`config.mk`:
```
export PLATFORM = sky130hd
export DESIGN_NAME = song_sequencer
export DESIGN_NICKNAME = d
export VERILOG_FILES = /design/src/rtl/song_sequencer.sv
export SDC_FILE = /design/constraint.sdc
export NUM_CORES = 1
export LEC_CHECK = 0
export ABC_AREA = 1
export BUFFER_PORTS_ARGS = -buffer_cell sky130_fd_sc_hd__buf_2
export CAP_MARGIN = 10
export CORE_ASPECT_RATIO = 1.25
export CORE_MARGIN = 2
export CORE_UTILIZATION = 25
export DETAILED_ROUTE_END_ITERATION = 16
export PLACE_DENSITY = 0.46
export SETUP_SLACK_MARGIN = 0.2
export SYNTH_ARGS = -nofsm -noshare
export SYNTH_HDL_FRONTEND = slang
export SYNTH_SLANG_ARGS = --single-unit
```
`constraint.sdc`:
```
create_clock -name clk -period 1.7 [get_ports clk]
set_input_delay 0.34 -clock clk [delete_from_list [all_inputs] [get_ports clk]]
set_output_delay 0.34 -clock clk [all_outputs]
set_load 0.005 [all_outputs]
```
`src/rtl/song_sequencer.sv`:
```
// song_sequencer: top-level playback controller for the music player.
// Walks the song ROM one word at a time and hands each note/duration pair
// to the note player over the new_note/note_done handshake. It also owns the
// play/pause state, song selection and end-of-song detection.
module song_sequencer #(
    parameter int SONG_BITS = 2,
    parameter int NOTE_BITS = 5
) (
    input  logic                           clk,
    input  logic                           reset,
    input  logic                           play_pause,
    input  logic                           next_song,
    output logic [SONG_BITS+NOTE_BITS-1:0] rom_addr,
    input  logic [11:0]                    rom_data,
    output logic [5:0]                     note,
    output logic [5:0]                     duration,
    output logic                           new_note,
    input  logic                           note_done,
    output logic                           play,
    output logic                           reset_play,
    output logic [SONG_BITS-1:0]           song,
    output logic                           song_done
);

    typedef enum logic [2:0] {
        S_IDLE,
        S_FETCH,
        S_WAIT,
        S_ISSUE,
        S_WAIT_DONE,
        S_END
    } state_t;

    state_t               state;
    logic [NOTE_BITS-1:0] note_idx;
    // High only in the first cycle after reset releases; user pulses are
    // ignored while the note player is still being held in reset.
    logic                 post_reset;

    logic [5:0]           word_note;
    logic [5:0]           word_dur;
    logic                 end_marker;
    logic                 last_word;

    // The ROM address is a plain concatenation of two registers, so it is
    // glitch-free and valid for the whole FETCH cycle.
    assign rom_addr   = {song, note_idx};

    assign word_note  = rom_data[11:6];
    assign word_dur   = rom_data[5:0];
    assign end_marker = (word_dur == 6'd0);
    assign last_word  = (note_idx == {NOTE_BITS{1'b1}});

    // Playback FSM: all outputs are registered and change on the rising edge,
    // except the asynchronous reset values.
    always_ff @(posedge clk or negedge reset) begin
        if (!reset) begin
            state      <= S_IDLE;
            song       <= '0;
            note_idx   <= '0;
            play       <= 1'b0;
            new_note   <= 1'b0;
            song_done  <= 1'b0;
            note       <= '0;
            duration   <= '0;
            reset_play <= 1'b1;
            post_reset <= 1'b1;
        end else begin
            // Single-cycle pulses default low.
            new_note   <= 1'b0;
            song_done  <= 1'b0;
            reset_play <= 1'b0;
            post_reset <= 1'b0;

            if (post_reset) begin
                // Note player still in reset: hold everything.
                state <= S_IDLE;
            end else if (next_song) begin
                // Song change wins over everything; the play state is kept.
                song       <= song + SONG_BITS'(1);
                note_idx   <= '0;
                reset_play <= 1'b1;
                state      <= play ? S_FETCH : S_IDLE;
            end else if (play_pause) begin
                if (state == S_IDLE) begin
                    // Resume from the held note index.
                    play  <= 1'b1;
                    state <= S_FETCH;
                end else begin
                    // Pause: note_idx is held so the note restarts on resume.
                    play  <= 1'b0;
                    state <= S_IDLE;
                    if (state == S_END) begin
                        note_idx <= '0;
                    end
                end
            end else begin
                case (state)
                    S_IDLE: begin
                        state <= S_IDLE;
                    end
                    S_FETCH: begin
                        state <= S_WAIT;
                    end
                    S_WAIT: begin
                        if (end_marker) begin
                            song_done  <= 1'b1;
                            reset_play <= 1'b1;
                            state      <= S_END;
                        end else begin
                            note     <= word_note;
                            duration <= word_dur;
                            new_note <= 1'b1;
                            state    <= S_ISSUE;
                        end
                    end
                    S_ISSUE: begin
                        state <= S_WAIT_DONE;
                    end
                    S_WAIT_DONE: begin
                        if (note_done) begin
                            if (last_word) begin
                                song_done  <= 1'b1;
                                reset_play <= 1'b1;
                                state      <= S_END;
                            end else begin
                                note_idx <= note_idx + NOTE_BITS'(1);
                                state    <= S_FETCH;
                            end
                        end
                    end
                    S_END: begin
                        play     <= 1'b0;
                        note_idx <= '0;
                        state    <= S_IDLE;
                    end
                    default: begin
                        play  <= 1'b0;
                        state <= S_IDLE;
                    end
                endcase
            end
        end
    end

endmodule

```
==> summary.md <==
| Metric | Value |
|---|---|
| Status | completed |
| Delay-heaviest family, CP | simple AND/OR/NAND/NOR gates |
| Pwr/cell area | around 770 nW/µm² |
| Number of fill cells | between 500 and 600 |
| Nets | about 240 |
| First-pass GRT wire length | roughly 5400 µm |
| Pre-CTS setup slack | approximately 0.18 ns |
| Clock skew | approximately 0.0028 ns |
| Mapped Area | around 1400 µm² |
| Worst-path maximum fanout | 2 |
| Via density | approximately 4.3 |
| Final hold vios | 0 |
| Area Overhead vs Synth | 25.5% |
| CP peak stage delay | 0.37 ns |
| RSZ-0062 raised after global routing | true |
| CP Cell Sequence | ha_2 > nand2_1 > nor2_1 > ha_2 > inv_2 > nor2_4 > nand2_1 > o21ai_2 > nand3_1 > nand2_1 |
| Min setup slack post-route | between 0.2 and 0.25 ns |
| Die width | approximately 70 µm |
| Most instantiated cells after synthesis | nand2_1, dfrtp_1, nor2_1 |
| Core Area | 5370 µm² |
| CP Class | reg -> reg |
| Number of routed nets with antenna violations | 0 |
| Crit path DAT | approximately 1.7 ns |
| Finish-stage setup viols | 0 |
| Syn Nets | 190 |
| Top-area cell type share of the netlist area | 0.457 |
| Cell area after layout | between 1500 and 2000 µm² |
| Synthesis-stage register bit count | 27 |
| Routability congestion estimate | approximately 0.79 |
| CTS Buf Count | 3 |
| Num ports | 42 |
| Clock Pin Slew Worst Setup and Hold Paths | 0.09 ns |
| Maximum number of pins on one net before global-route repair | 28 |
| CTS Hold Bufs | 0 |
| IO Port Bufs | 41 |
| Post-detailed-route DRC marker count | 0 |
| Gr usage total | 0.112 |
| Reg2reg start | note_idx[0]$_DFFE_PN0P_ |
| H-tree levels | 1 |
| Mux cell area share after synthesis | 0 |
| Measured slew at the worst slew-check pin | 0.626 ns |
| Simple-gate share of the synthesized area | 0.361 |
| Slowest cell on crit path | dfrtp_1 |
| Ratio of cells with drive above 1 in the final layout | 0.321 |
| Synth area leader | dfrtp_1 |
| CP bufs+invs | 1 |
| Worst skew pair latency | roughly 0.28 ns |
| Cells after Synth | ~170 |
| Main combinational cell family by area after synthesis | simple AND/OR/NAND/NOR gates |
| Most numerous cell in the Yosys netlist | nand2_1 |
| DRT Pass-1 Iters | 4 |
| GRT overflow | 0 |
| Leakage | about 0.94 nW |
| CTS tree | done |
| FF+latch area | just under 700 µm² |
| Peak VDD IR | ~0.26 mV |
| Ant diodes | 0 |
| Post-synth EDFFs | 0 |
| DRT iter0 DRCs | 34 |
| Die Area | approximately 6100 µm² |
| Setup TNS | 0 ns |
| Detailed Place HPWL | 2240 µm |
| Avg Cell Area, Syn | roughly 8.0 µm² |
| Hold WC Path Type | in -> async |
| Bufs on Longest Clock Path | 2 |
| Max-cap violations | 0 |
| CTS Root Cell | clkbuf_8 |
| Final WL | between 3000 and 4000 µm |
| Synth unique cells | 23 |
| CP required | 1.93 ns |
| Critical path capture point type | flip-flop |
| Async S/R FF share, synth | 1.00 |
| Vias in the first global route | between 1,000 and 1,500 |
| Compound-Gate Fraction of Synth Area | 0.0320 |
| Reg-to-reg endpoint | reset_play$_DFF_PN1_ |
| Max Fclk | 0.687 GHz |
| CTS Sinks | 27 |
| Post-Synth XOR/XNOR Area | 0.0192 |
| Die Span Y | 86.7 µm |
| CP dominant cell by count | nand2_1 |
| Slew Viols, Final | 0 |
| Multi-input gate area | 621 µm² |
| Syn. warnings | 0 |
| Worst r2r path cells | 10 |
| Initial antenna violation count | 0 |
| Ys flop type | dfrtp_1 |
| Post-synthesis sequential area ratio | 0.495 |
| Max_slew headroom | 0.583 |
| Largest cells by area after synthesis | dfrtp_1, nand2_1, nand3_1 |
| Total number of vias | ~1,200 |
| Rows | 30 |
| Fin util | 0.320 |
| R2r setup slk | approximately 0.25 ns |
| Type of origin of the critical path | flip-flop |
| Period Utilization, post-route | 0.856 |
| Post-Synth Adder-Cell Area | 0.0183 |
| Drt wl/cell | around 11 µm |
| Starting Density | 0.255 |
| Post-layout min period | ~1.5 ns |
| Post-Place Cell Area | about 1600 µm² |
## layout by cell type, fill, tap and decap left out, drive strengths merged
cell type  instances
nand4              1
nand3b             1
clkbuf             4
ha                 2
buf               44
dfrtp             25
a21oi              4
dfstp              2
xnor2              2
conb               1
xor2               1
nor2              24
inv               17
nand2             66
o21ai              4
nand3             17
## through the flow
step	total power, mW	hold slack, ns	std cells
4_1_cts	1.34	0.0970	279
2_1_floorplan	0.865	0.0444	171
6_report	1.32	0.0667	279
5_1_grt	1.42	0.123	279
3_3_place_gp	0.954	0.411	274
3_5_place_dp	0.953	0.414	274
## worst register-to-register path, stage by stage (launching register included)
cell and delay, ns:
dfrtp_1 0.37, ha_2 0.19, nand2_1 0.05, nor2_1 0.13, ha_2 0.22, inv_2 0.05
nor2_4 0.09, nand2_1 0.07, o21ai_2 0.06, nand3_1 0.10, nand2_1 0.07
## kinds of logic (layout without fill, tap and decap cells)
kind of cell,count (synthesis),after routing
buf+inv,21,65
simple gates,109,109
xor+xnor,3,3
flops,27,27
fa+ha+maj,2,2
other cells,1,1
compound gates,8,8
## metal layers
layer  part of all wire  track usage  vias to the layer above
met5                  0            0                        -
met4              0.020       0.0524                        0
met3              0.064       0.0267                        5
met2               0.47        0.181                       41
met1               0.45        0.141                      551
li1                   -            -                      609
## registers in the layout, indices dropped and copies added (netlist names)
register,cells
duration,6
new_note,1
note,6
note_idx,5
play,1
post_reset,1
reset_play,1
song,2
song_done,1
state,3
## repair_timing
item                                    4_1_cts  5_1_grt
buffers inserted                              1        0
pin swaps                                     1        9
endpoints found under the setup margin        7       11
gates resized for setup                       0       11
## final cells by class
cell class                      count  area share
Tap cell                           64      0.0466
Clock buffer                        4      0.0262
Timing Repair Buffer               44       0.133
Inverter                           17      0.0386
Multi-Input combinational cell    123       0.361
Sequential cell                    27       0.395
## report_power, final
group / internal (mW) / switching [mW] / leakage, nW
sequential: 0.690 / 0.0393 / 0.361
combinational: 0.103 / 0.109 / 0.558
clock: 0.169 / 0.208 / 0.0228
total: 0.962 / 0.356 / 0.942
## worst max-delay path by stage
stage                              endpoint               startpoint  slack [ns]  depth (start not counted)
finish                 reset_play$_DFF_PN1_  note_idx[0]$_DFFE_PN0P_        0.25                         10
global route           reset_play$_DFF_PN1_  note_idx[0]$_DFFE_PN0P_        0.11                         10
CTS                 note_idx[3]$_DFFE_PN0P_  note_idx[0]$_DFFE_PN0P_        0.20                          9
detailed placement  note_idx[4]$_DFFE_PN0P_  note_idx[1]$_DFFE_PN0P_        0.18                          9
global placement    note_idx[3]$_DFFE_PN0P_  note_idx[1]$_DFFE_PN0P_        0.21                         10
floorplan           note_idx[2]$_DFFE_PN0P_  note_idx[0]$_DFFE_PN0P_        0.28                          9
No activity file was read; power rests on OpenSTA's default activity.
